[src/rtl/regfile_sb.sv]
// General-purpose register file with write-through bypass and a per-register
// pending-write scoreboard used by pipeline control to stall on RAW hazards.
module regfile_sb #(
    parameter int unsigned DATA_W = 32,
    parameter int unsigned NREG   = 32,
    parameter int unsigned PEND_W = 2
) (
    input  logic              clk,
    input  logic              rst,
    input  logic              we,
    input  logic [4:0]        waddr,
    input  logic [DATA_W-1:0] wdata,
    input  logic              re1,
    input  logic [4:0]        raddr1,
    output logic [DATA_W-1:0] rdata1,
    input  logic              re2,
    input  logic [4:0]        raddr2,
    output logic [DATA_W-1:0] rdata2,
    input  logic              issue_we,
    input  logic [4:0]        issue_addr,
    output logic              busy1,
    output logic              busy2,
    output logic              sb_ovf
);

    typedef logic [PEND_W-1:0] pend_t;
    localparam pend_t PendMax = '1;

    logic [DATA_W-1:0] regs_q [NREG];
    pend_t             pend_q [NREG];
    pend_t             pend_d [NREG];
    logic [NREG-1:0]   inc, dec;
    logic              sb_ovf_q, sb_ovf_d;

    always_ff @(posedge clk or negedge rst) begin
        if (!rst) begin
            for (int i = 0; i < NREG; i++) begin
                regs_q[i] <= '0;
                pend_q[i] <= '0;
            end
            sb_ovf_q <= 1'b0;
        end else begin
            if (we && waddr != 5'd0) begin
                regs_q[waddr] <= wdata;
            end
            for (int i = 0; i < NREG; i++) begin
                pend_q[i] <= pend_d[i];
            end
            sb_ovf_q <= sb_ovf_d;
        end
    end

    // Register 0 can never match because both events exclude address 0.
    always_comb begin
        inc = '0;
        dec = '0;
        for (int r = 0; r < NREG; r++) begin
            inc[r] = issue_we && issue_addr != 5'd0 && issue_addr == 5'(r);
            dec[r] = we && waddr != 5'd0 && waddr == 5'(r) && pend_q[r] != '0;
        end
    end

    always_comb begin
        sb_ovf_d = sb_ovf_q;
        for (int r = 0; r < NREG; r++) begin
            pend_d[r] = pend_q[r];
            if (inc[r] && !dec[r]) begin
                if (pend_q[r] == PendMax) begin
                    sb_ovf_d = 1'b1;
                end else begin
                    pend_d[r] = pend_q[r] + 1'b1;
                end
            end else if (dec[r] && !inc[r]) begin
                pend_d[r] = pend_q[r] - 1'b1;
            end
        end
    end

    function automatic logic [DATA_W-1:0] read_port(input logic re, input logic [4:0] addr);
        if (!re || addr == 5'd0) begin
            return '0;
        end else if (we && waddr == addr) begin
            return wdata;
        end
        return regs_q[addr];
    endfunction

    // A single outstanding write landing this cycle is covered by the bypass.
    function automatic logic busy_port(input logic re, input logic [4:0] addr);
        if (!re || addr == 5'd0 || pend_q[addr] == '0) begin
            return 1'b0;
        end
        return !(pend_q[addr] == pend_t'(1) && we && waddr == addr);
    endfunction

    always_comb begin
        rdata1 = read_port(re1, raddr1);
        rdata2 = read_port(re2, raddr2);
        busy1  = busy_port(re1, raddr1);
        busy2  = busy_port(re2, raddr2);
        sb_ovf = sb_ovf_q;
    end

endmodule

[config.mk]
export PLATFORM = sky130hd
export DESIGN_NAME = regfile_sb
export DESIGN_NICKNAME = d
export VERILOG_FILES = /design/src/rtl/regfile_sb.sv
export SDC_FILE = /design/constraint.sdc
export NUM_CORES = 2
export LEC_CHECK = 0
export ABC_CLOCK_PERIOD_IN_PS = 2900
export CORE_UTILIZATION = 34
export CTS_CLUSTER_SIZE = 28
export DETAILED_ROUTE_END_ITERATION = 10
export HOLD_SLACK_MARGIN = 0.1
export SYNTH_ARGS = -nofsm -noshare
export SYNTH_HDL_FRONTEND = slang
export SYNTH_SLANG_ARGS = --single-unit
[constraint.sdc]
create_clock -name clk -period 2.9 [get_ports clk]
set_input_delay 0.29 -clock clk [delete_from_list [all_inputs] [get_ports clk]]
set_output_delay 0.29 -clock clk [all_outputs]
set_load 0.05 [all_outputs]
==> metrics.yaml <==
placement:
  placed_area_um2: 67300
  gp_congestion: 0.898
  dp_hpwl_um: 135000
  port_buffers: 124
sta:
  holdWs_ns: 0.111
  fin_worst_skew_ns: 0.00619
  period_share_pct: 109
  setup_slack_ns: -0.275
  hold_viol: 0
  fmax_ghz: 0.315
  worst_pin_slew_ns: 1.12
  slew_viol_final: 0
  setup_violations: 30
  rsz0062_at_grt: "true"
  fin_crit_ns: 3.17
  slew_headroom_pct: 23.4
routing:
  ant_nets: 0
  drt-wirelength-per-cell_um: 29.2
  drc: 0
  vias: 44400
  drt_iter0_markers: 4395
  vias_per_cell: 5.97
  drt_wl_total_um: 217000
  firstDrtPassIters: 5
clock_tree:
  clock_latency_ns: 0.76
  numCtsBuffers: 111
  cts_htree_levels: 3
  cts_tree: "yes"
  clockBufferDepth: 3
  cts-root-buf: "clkbuf_16"
  cts.sinks: 1089
  clk_pin_slew_ns: 0.07
floorplanning:
  rows: 153
  start_util_pct: 34.2
  num_io_pins: 125
  die-width_um: 421
  die_area_um2: 177000
  die_h_um: 421
  core_area_um2: 174000
layout:
  n_fill_cell: 15900
  fin_nets: 5083
  drive_above_1_share_pct: 44.3
  syn2layout_area_growth_pct: 21.6
  final_area_um2: 72400
  ff_latch_area_um2: 27300
  multi_input_area_um2: 31500
power:
  p_leak_nw: 31.5
  peakVddDrop_mv: 0.511
  p_per_area_nw_per_um2: 634
yosys:
  synth_edf_count: 0
  seq_area_frac_synth_pct: 45.7
  synth_seq_cells: 1089
  syn_nets: 4839
  netlist_instances: 4781
  synth_top_area_share_pct: 45.7
  async_flop_share_pct: 100
  synthTopCellsByArea: "dfrtp_1 46%, mux4_2 20%, mux2_2 13%"
  yosysMostFrequentCell: "nand2_1"
  synthFlopType: "dfrtp_1"
  syn_avg_cell_area_um2: 12.5
  synth_top_cell_by_area: "dfrtp_1"
  synth_common_cells: "1,099 x nand2_1, 1,089 x dfrtp_1, 677 x mux2_2"
  yosysWarningCount: 0
  syn_area_um2: 59600
  ys_types: 55
worst_setup_path:
  cpMostUsedCell: "mux4_2"
  critPathLaunchType: "flop"
  cp_slowest_stage_delay_ns: 0.51
  r2r_end: "sb_ovf"
  cp_top_family: "multiplexers"
  critical_path.slowest_cell: "mux4_2"
  critPathRequiredTime_ns: 2.61
  rr_startpoint: "pend_q[24]"
  crit_arrival_ns: 2.88
  crit_type: "reg -> out"
  worstPathMaxFanout: 2
  reg2reg_depth: 5
  r2r_slack_ns: 0.81
  worstPathBufferInverterCount: 1
  cp_cell_sequence: "mux4_2 > mux4_2 > a311o_1 > a31o_1 > buf_6"
  crit_cells: 5
  cp-end-kind: "primary output"
run_status:
  status: "finished with violations"
  violations: "negative setup slack"
grt:
  grt_pass1_wl_um: 319000
  grt_pass1_vias: 45500
  antenna_found_initial: 4
  gr-total-overflow: 0
  grt_max_degree: 110
  track_usage_pct: 24.6
run:
  drv_cap: 0
hold_path:
  hold_path.class: "in -> async"
## how the worst max path moves through the flow
stage | start | to
final | pend_q[9] | busy1
after floorplan | raddr1[1] | rdata1[0]
after global placement | waddr[0] | rdata1[6]
after global routing | pend_q[1] | busy1
after detailed placement | waddr[0] | rdata1[6]
after CTS | pend_q[9] | busy1
## flip-flops by register name (all words and copies together) (netlist names)
register,flops
sb_ovf,1
regs_q,1024
pend_q,64
## power by group
group,internal (mW),total [mW],leakage [nW],switching [mW]
logic,5.97,10.7,15.6,4.77
clock network,8.50,15.0,1.85,6.47
registers,18.0,20.2,14.0,2.22
## layout by cell type (no fill, tap or decap), drive strengths merged, types with 78 or more instances in the layout
cell type  Yosys  final
buf          172    573
a21oi         80     80
mux4         544    544
mux2         678    678
clkbuf       322    161
dfrtp       1089   1089
a211oi       121    121
a22oi        129    129
nand2       1101   1101
nor2          78     78
## per-layer routing
metal  part of all wire (%)  up-vias  track usage (%)  wire, µm
li1                       -    18100                -         -
met1                     39    23500             30.9     83800
met2                     47     2105             39.7    103000
met3                    7.5      640             4.41     16200
met4                    6.6        6             14.4     14400
met5                  0.012        -                0        27
## final cells by class
class                      instances  share of cell area [%]
multi-input combinational       3186                    43.5
sequential                      1089                    37.6
timing repair buffer             625                    9.67
clock buffer                     159                    4.44
tap                             2325                    4.02
clock inverter                    43                   0.701
inverter                          12                  0.0622
antenna                            1                 0.00345
## what timing repair did
item                                    in CTS  in global routing
gates resized for setup                    281                 46
cloned                                       2                  1
endpoints found under the setup margin      65                 64
hold buffers                                 1                  0
hold endpoints to repair                   290                  0
pin swaps                                  164                 31
setup buffers                               39                  6
## kinds of logic after synthesis
family | Yosys count | synth area share [%]
DFF | 1089 | 45.7
muxes | 1292 | 34.6
buffers and inverters | 506 | 3.56
and+or+nand+nor | 1327 | 9.13
AOI/OAI and AO/OA | 527 | 6.41
xor gates and xnor gates | 40 | 0.588
## per-stage QoR
step	worst slack [ns]	setup TNS [ns]	instances	util, %	power, mW
floorplan	0.350	0	4781	-	26.6
CTS	-0.293	-3.33	7437	41.5	45.9
global placement	-0.167	-1.44	7231	38.7	30.1
detailed placement	-0.221	-2.81	7231	38.7	30.5
global route	-0.295	-3.87	7440	41.6	47.7
finish	-0.275	-2.09	7440	41.6	45.9
Note: power is estimated with default switching activity, not from simulation.
